==> config.mk <==
export PLATFORM = sky130hd
export DESIGN_NAME = btb_predictor
export DESIGN_NICKNAME = d
export VERILOG_FILES = /design/src/rtl/btb_pkg.sv /design/src/rtl/btb_lru.sv /design/src/rtl/btb_predictor.sv
export SDC_FILE = /design/constraint.sdc
export NUM_CORES = 2
export LEC_CHECK = 0
export CORE_ASPECT_RATIO = 1.2
export CORE_MARGIN = 2
export CORE_UTILIZATION = 45
export CTS_CLUSTER_SIZE = 20
export DETAILED_ROUTE_END_ITERATION = 10
export SYNTH_ARGS = -nofsm -noshare
export SYNTH_HDL_FRONTEND = slang
export SYNTH_SLANG_ARGS = --single-unit
==> constraint.sdc <==
create_clock -name clk -period 15.9 [get_ports clk]
set_input_delay 2.385 -clock clk [delete_from_list [all_inputs] [get_ports clk]]
set_output_delay 2.385 -clock clk [all_outputs]
set_load 0.05 [all_outputs]
==> src/rtl/btb_pkg.sv <==
// Shared definitions for the fetch-stage branch target buffer.
//
// Contents:
//   CTR_*      2-bit saturating direction counter encodings
//   TAG_W      tag width (pc[31:2])
//   BTB_AGE_W  LRU age field width used by btb_entry_t (matches the
//              default table depth of 8 entries)
//   btb_entry_t one table entry {valid, tag, target, ctr, age}
package btb_pkg;

    localparam logic [1:0] CTR_SNT = 2'b00;
    localparam logic [1:0] CTR_WNT = 2'b01;
    localparam logic [1:0] CTR_WT  = 2'b10;
    localparam logic [1:0] CTR_ST  = 2'b11;

    localparam int TAG_W     = 30;
    localparam int BTB_AGE_W = 3;

    typedef struct packed {
        logic                 valid;
        logic [TAG_W-1:0]     tag;
        logic [31:0]          target;
        logic [1:0]           ctr;
        logic [BTB_AGE_W-1:0] age;
    } btb_entry_t;

endpackage

==> src/rtl/btb_lru.sv <==
// LRU age tracker for the branch target buffer.
//
// Holds one age per entry; ages are always a permutation of 0..ENTRIES-1,
// with 0 the most recently used and ENTRIES-1 the replacement victim.
//
// Ports:
//   clk          clock
//   rst          synchronous active-low reset (age[i] <- i)
//   touch_en_i   mark touch_idx_i as most recently used this edge
//   touch_idx_i  entry being touched
//   victim_idx_o entry whose age is ENTRIES-1
module btb_lru #(
    parameter int ENTRIES = 8,
    parameter int IDX_W   = 3
) (
    input  logic             clk,
    input  logic             rst,
    input  logic             touch_en_i,
    input  logic [IDX_W-1:0] touch_idx_i,
    output logic [IDX_W-1:0] victim_idx_o
);

    logic [IDX_W-1:0] age_q [ENTRIES];
    logic [IDX_W-1:0] age_d [ENTRIES];

    always_comb begin
        age_d        = age_q;
        victim_idx_o = '0;
        for (int i = 0; i < ENTRIES; i++) begin
            if (age_q[i] == IDX_W'(ENTRIES - 1)) begin
                victim_idx_o = IDX_W'(i);
            end
        end
        if (touch_en_i) begin
            // Entries younger than the touched one age by one; the touched
            // entry becomes youngest. This keeps the ages a permutation.
            for (int i = 0; i < ENTRIES; i++) begin
                if (age_q[i] < age_q[touch_idx_i]) begin
                    age_d[i] = age_q[i] + IDX_W'(1);
                end
            end
            age_d[touch_idx_i] = '0;
        end
    end

    always_ff @(posedge clk) begin
        if (!rst) begin
            for (int i = 0; i < ENTRIES; i++) begin
                age_q[i] <= IDX_W'(i);
            end
        end else begin
            age_q <= age_d;
        end
    end

endmodule

==> src/rtl/btb_predictor.sv <==
// Fetch-stage branch target buffer with 2-bit saturating direction counters.
//
// Lookup of if_pc is combinational against the pre-edge table (no bypass).
// The EX-resolved branch trains the table at the clock edge and a
// mispredict (wrong direction, or taken with a stale target) raises flush.
//
// Ports:
//   clk, rst        clock, synchronous active-low reset
//   halt            freezes the table and forces flush=0
//   if_pc           fetch PC
//   pred_taken      select pred_target as next PC
//   pred_target     predicted target (0 on miss)
//   ex_valid, ex_is_jmp, ex_pc, ex_taken, ex_target, ex_pred_taken
//                   resolved branch from EX
//   flush           mispredict, clear IF/ID and ID/EX
//   redirect_pc     correct next PC
//   lookup_hits, mispredicts (only with BTB_STATS_EN) wrapping counters
//
// Optional feature macro: BTB_STATS_EN
module btb_predictor
    import btb_pkg::*;
#(
    parameter int ENTRIES = 8,
    parameter int IDX_W   = 3
) (
    input  logic        clk,
    input  logic        rst,
    input  logic        halt,
    input  logic [31:0] if_pc,
    output logic        pred_taken,
    output logic [31:0] pred_target,
    input  logic        ex_valid,
    input  logic        ex_is_jmp,
    input  logic [31:0] ex_pc,
    input  logic        ex_taken,
    input  logic [31:0] ex_target,
    input  logic        ex_pred_taken,
    output logic        flush,
    output logic [31:0] redirect_pc
`ifdef BTB_STATS_EN
    ,
    output logic [15:0] lookup_hits,
    output logic [15:0] mispredicts
`endif
);

    logic             valid_q  [ENTRIES];
    logic             valid_d  [ENTRIES];
    logic [TAG_W-1:0] tag_q    [ENTRIES];
    logic [TAG_W-1:0] tag_d    [ENTRIES];
    logic [31:0]      target_q [ENTRIES];
    logic [31:0]      target_d [ENTRIES];
    logic [1:0]       ctr_q    [ENTRIES];
    logic [1:0]       ctr_d    [ENTRIES];

    logic             f_hit, e_hit, free_hit;
    logic [IDX_W-1:0] f_idx, e_idx, free_idx, victim_idx, alloc_idx;
    logic [31:0]      e_target;
    logic             ev, mis;
    logic             touch_en;
    logic [IDX_W-1:0] touch_idx;

    // Low PC bits never take part in tagging.
    logic unused_pc_bits;
    assign unused_pc_bits = ^if_pc[1:0];

    // Fetch-side and EX-side associative searches, plus lowest free entry.
    always_comb begin
        f_hit    = 1'b0;
        f_idx    = '0;
        e_hit    = 1'b0;
        e_idx    = '0;
        free_hit = 1'b0;
        free_idx = '0;
        for (int i = 0; i < ENTRIES; i++) begin
            if (valid_q[i] && tag_q[i] == if_pc[31:2]) begin
                f_hit = 1'b1;
                f_idx = IDX_W'(i);
            end
            if (valid_q[i] && tag_q[i] == ex_pc[31:2]) begin
                e_hit = 1'b1;
                e_idx = IDX_W'(i);
            end
        end
        for (int i = ENTRIES - 1; i >= 0; i--) begin
            if (!valid_q[i]) begin
                free_hit = 1'b1;
                free_idx = IDX_W'(i);
            end
        end
    end

    assign pred_taken  = f_hit & ctr_q[f_idx][1];
    assign pred_target = f_hit ? target_q[f_idx] : 32'h0;

    assign ev       = ex_valid & ex_is_jmp & ~halt;
    assign e_target = e_hit ? target_q[e_idx] : 32'h0;
    // Taken-and-predicted-taken still mispredicts if the stored target is stale.
    assign mis = ev & ((ex_pred_taken != ex_taken) |
                       (ex_pred_taken & ex_taken & (e_target != ex_target)));
    assign flush       = mis;
    assign redirect_pc = (ev && ex_taken) ? ex_target : ex_pc + 32'd4;

    assign alloc_idx = free_hit ? free_idx : victim_idx;

    always_comb begin
        valid_d   = valid_q;
        tag_d     = tag_q;
        target_d  = target_q;
        ctr_d     = ctr_q;
        touch_en  = 1'b0;
        touch_idx = '0;
        if (ev) begin
            if (e_hit) begin
                if (ex_taken) begin
                    target_d[e_idx] = ex_target;
                    if (ctr_q[e_idx] != CTR_ST) ctr_d[e_idx] = ctr_q[e_idx] + 2'd1;
                end else begin
                    if (ctr_q[e_idx] != CTR_SNT) ctr_d[e_idx] = ctr_q[e_idx] - 2'd1;
                end
                touch_en  = 1'b1;
                touch_idx = e_idx;
            end else if (ex_taken) begin
                valid_d[alloc_idx]  = 1'b1;
                tag_d[alloc_idx]    = ex_pc[31:2];
                target_d[alloc_idx] = ex_target;
                ctr_d[alloc_idx]    = CTR_WT;
                touch_en  = 1'b1;
                touch_idx = alloc_idx;
            end
        end
    end

    always_ff @(posedge clk) begin
        if (!rst) begin
            for (int i = 0; i < ENTRIES; i++) begin
                valid_q[i]  <= 1'b0;
                tag_q[i]    <= '0;
                target_q[i] <= 32'h0;
                ctr_q[i]    <= CTR_WNT;
            end
        end else begin
            valid_q  <= valid_d;
            tag_q    <= tag_d;
            target_q <= target_d;
            ctr_q    <= ctr_d;
        end
    end

    btb_lru #(
        .ENTRIES(ENTRIES),
        .IDX_W  (IDX_W)
    ) u_lru (
        .clk         (clk),
        .rst         (rst),
        .touch_en_i  (touch_en),
        .touch_idx_i (touch_idx),
        .victim_idx_o(victim_idx)
    );

`ifdef BTB_STATS_EN
    logic [15:0] hits_q, hits_d;
    logic [15:0] mis_q, mis_d;

    assign hits_d = (f_hit && !halt) ? hits_q + 16'd1 : hits_q;
    assign mis_d  = flush ? mis_q + 16'd1 : mis_q;

    always_ff @(posedge clk) begin
        if (!rst) begin
            hits_q <= 16'h0;
            mis_q  <= 16'h0;
        end else begin
            hits_q <= hits_d;
            mis_q  <= mis_d;
        end
    end

    assign lookup_hits = hits_q;
    assign mispredicts = mis_q;
`endif

endmodule

==> metrics <==
Cells after Synth=4368; Post-CTS Setup Inserts=0; CTS tree=yes; Post-Syn Area=32850 µm²; layout cells sized above 1=7.677%; Iter 0 DRT Violations=3496; maxcap violations=0; Syn. warnings=0; clock skew=0.04884 ns; data required time of the critical path=13.52 ns; Worst Setup SP=ex_pc[26]; non-filler instance count after layout=5325; Pre-Repair DR Iteration Count=5; CTS Sinks=544; first-pass GRT wire length=199500 µm; Placed Instances=5211; Post-synth EDFFs=0; CP cell instances=clkdlybuf4s50_1, buf_4, xnor2_1, nand4_1, nor4_1, and2_0, o21ai_0, nor2_4, buf_4, mux2i_1, a2111oi_0, xnor2_1, nand4_1, nor4_1, a31oi_1, clkdlybuf4s50_1; startpoint types=primary input; core area=72290 µm²; syn nets=4506; Reg power frac=42.7%; syn avg cell area=7.522 µm²; Logic pwr share=10.5%; gr usage total=35.32%; register area share after synthesis=33.15%; Post-Route WL=137300 µm; Final Max Slew Viols=0; Max IR drop VDD=0.08906 mV; Final nets=4477; number of port buffers=166; Critical Path Fanout Max=36; drt drc=0; LEAKAGE=12.23 nW; grt total ovfl=0; RSZ-0062 raised after global routing=no; Setup Total Neg Slack=0 ns; actual slew at the worst max-slew pin=1.257 ns; min Tclk post-route=11.79 ns; Hold WC Path Type=reg -> reg; sw frac=27.31%; cts bufs inserted=61; clock root buffer=clkbuf_16; final setup fails=0; global placement routability congestion=1.007; largest net degree at the start of global routing=193; Die Height=300.0 µm; CP endpoint kind=output port; count of different cell masters after synthesis=75; clock tree buffer depth=3; Area Growth Syn to Fin=13.73%; FP Rows=108; maximum clock frequency=84.79 MHz; R2R Path End=u_lru.age_q[11]; antenna viol nets, final=0; Net Switching=0.8775 mW; via count=32458; CTS clk-pin slew, worst paths=0.06 ns; final hold slack=0.4675 ns; Top FF cell, synth=dfxtp_1; post-cts sizing count=0; vias per cell=6.095; final hold violations=0; Detail Placement HPWL=85470 µm; RR Startpoint=tag_q[37]; initial antenna violation count=4; clk_lat worst skew=0.69 ns; Clk network pwr share=46.9%; cell family with most CP delay=buffers and inverters; die width=250.7 µm; number of cells on the critical path=16; Worst path max stage delay=0.96 ns; P per Cell Area=86.00 nW/µm²; Crit Path Class=in -> out; vias in the first global route=30404; Crit-path slowest cell=clkdlybuf4s50_1; CP bufs+invs=4; DR WL/cell=25.78 µm; synthesized flop and latch total=544; area of the die=75200 µm²; cts hold-fix bufs=0; Final Cycle Share=74.17%; r2r setup slk=9.53 ns; Async S/R FF share, synth=0%; initial core utilization=45.44%; R2R cell count=18; IO Count=169; internal power=2.336 mW; Ant. Diodes=0; relative slew slack=15.92%; status=finished clean; final core utilization=51.69%; Setup crit end=flush; H-tree depth=2; Critical Path AT=9.41 ns
==> kinds of logic (layout without fill, tap and decap cells) <==
family	Yosys count	in the layout	share of synthesized area, %
xor+xnor	543	543	14.48
flops	544	544	33.15
mux	217	217	6.916
fa+ha+maj	35	35	1.333
simple gates	1803	1803	24.44
buf+inv	391	413	4.658
compound gates	835	835	15.03
==> worst min path at each step <==
| stage | from | endpoint | slack (ns) | cells past startpoint |
|---|---|---|---|---|
| floorplan | target_q[156] | target_q[156] | 0.44 | 2 |
| global placement | target_q[76] | target_q[76] | 0.45 | 2 |
| detailed placement | target_q[18] | target_q[18] | 0.46 | 2 |
| CTS | target_q[18] | target_q[18] | 0.47 | 2 |
| global route | target_q[64] | target_q[64] | 0.48 | 2 |
| finish | target_q[64] | target_q[64] | 0.47 | 2 |
==> per-layer routing <==
layer,GRT usage [%],up-vias,part of all wire [%]
met5,0,-,0.032
met4,18.29,6,5.8
met3,6.277,404,8.8
met2,57.41,1600,46
met1,44.85,15439,40
li1,-,15009,-
==> synthesized netlist by cell type, drive strengths merged (23+ instances only) <==
| cell type | count | share of area, % |
|---|---|---|
| ha | 35 | 1.3 |
| clkbuf | 326 | 3.7 |
| nand2 | 1128 | 13 |
| xor2 | 119 | 3.2 |
| nand3 | 106 | 1.6 |
| nor3 | 30 | 0.46 |
| o21ai | 62 | 0.94 |
| mux2 | 80 | 2.7 |
| xnor2 | 424 | 11 |
| buf | 42 | 0.67 |
| a2111oi | 30 | 0.80 |
| nor2 | 158 | 1.8 |
| nor4 | 77 | 1.5 |
| a21oi | 523 | 8.0 |
| o211ai | 80 | 1.9 |
| mux2i | 137 | 4.2 |
| inv | 23 | 0.26 |
| dfxtp | 544 | 33 |
| o221ai | 37 | 0.99 |
| nand4 | 194 | 3.7 |
==> stage by stage <==
stage | setup WS [ns] | total power [mW] | cell area [µm²]
final | 4.107 | 3.214 | 37370
after global routing | 4.011 | 3.290 | 37370
after CTS | 4.242 | 3.213 | 37370
after detailed placement | 4.265 | 1.728 | 35260
after global placement | 4.237 | 1.728 | 35260
after floorplan | 7.202 | 1.593 | 32850
==> worst min-delay path: stages, from the launching register on <==
cell	delay [ns]
dfxtp_1	0.32
nand2_1	0.06
a21oi_1	0.05
==> placed cells by master, fill, tap and decap left out, drive strengths merged, types with 5 or more instances in the layout <==
master and n:
bufinv 6, dfxtp 544, and3 11, mux2i 137, or4 8, inv 24, nand4b 8, a21oi 523
nor4b 8, o31a 6, o21ai 62, xnor2 424, mux2 80, or2 5, nand2 1128, ha 35
clkbuf 87, o22ai 20, a21boi 6, nor3 30, nor2b 19, o221ai 37, clkinv 17, and4 7
nand4 194, buf 110, nor2 158, xor2 119, or3 8, a31oi 21, o211ai 80, and2 9
clkdlybuf4s50 166, a2111oi 30, nor4 77, nand3 106, nand2b 12, a211oi 9
==> layout make-up <==
| cell class | instances | area [µm²] |
|---|---|---|
| fill | 7165 | 34930 |
| multi-input combinational | 3433 | 20600 |
| sequential | 544 | 10890 |
| timing repair buffer | 276 | 2500 |
| clock buffer | 87 | 1744 |
| tap | 935 | 1170 |
| clock inverter | 27 | 365.4 |
| inverter | 23 | 93.84 |
==> power groups by stage <==
stage                     clock (mW)  combinational, mW  sequential (mW)
after floorplan                    0              0.193             1.40
after global placement             0              0.326             1.40
after detailed placement           0              0.325             1.40
after CTS                       1.51              0.327             1.37
after global routing            1.57              0.346             1.37
final                           1.51              0.336             1.37
==> flip-flops by register name, summed over array words and instances (netlist names) <==
signal       flops
ctr_q           16
tag_q          240
target_q       256
u_lru.age_q     24
valid_q          8
Power figures use the tool's default switching activity.
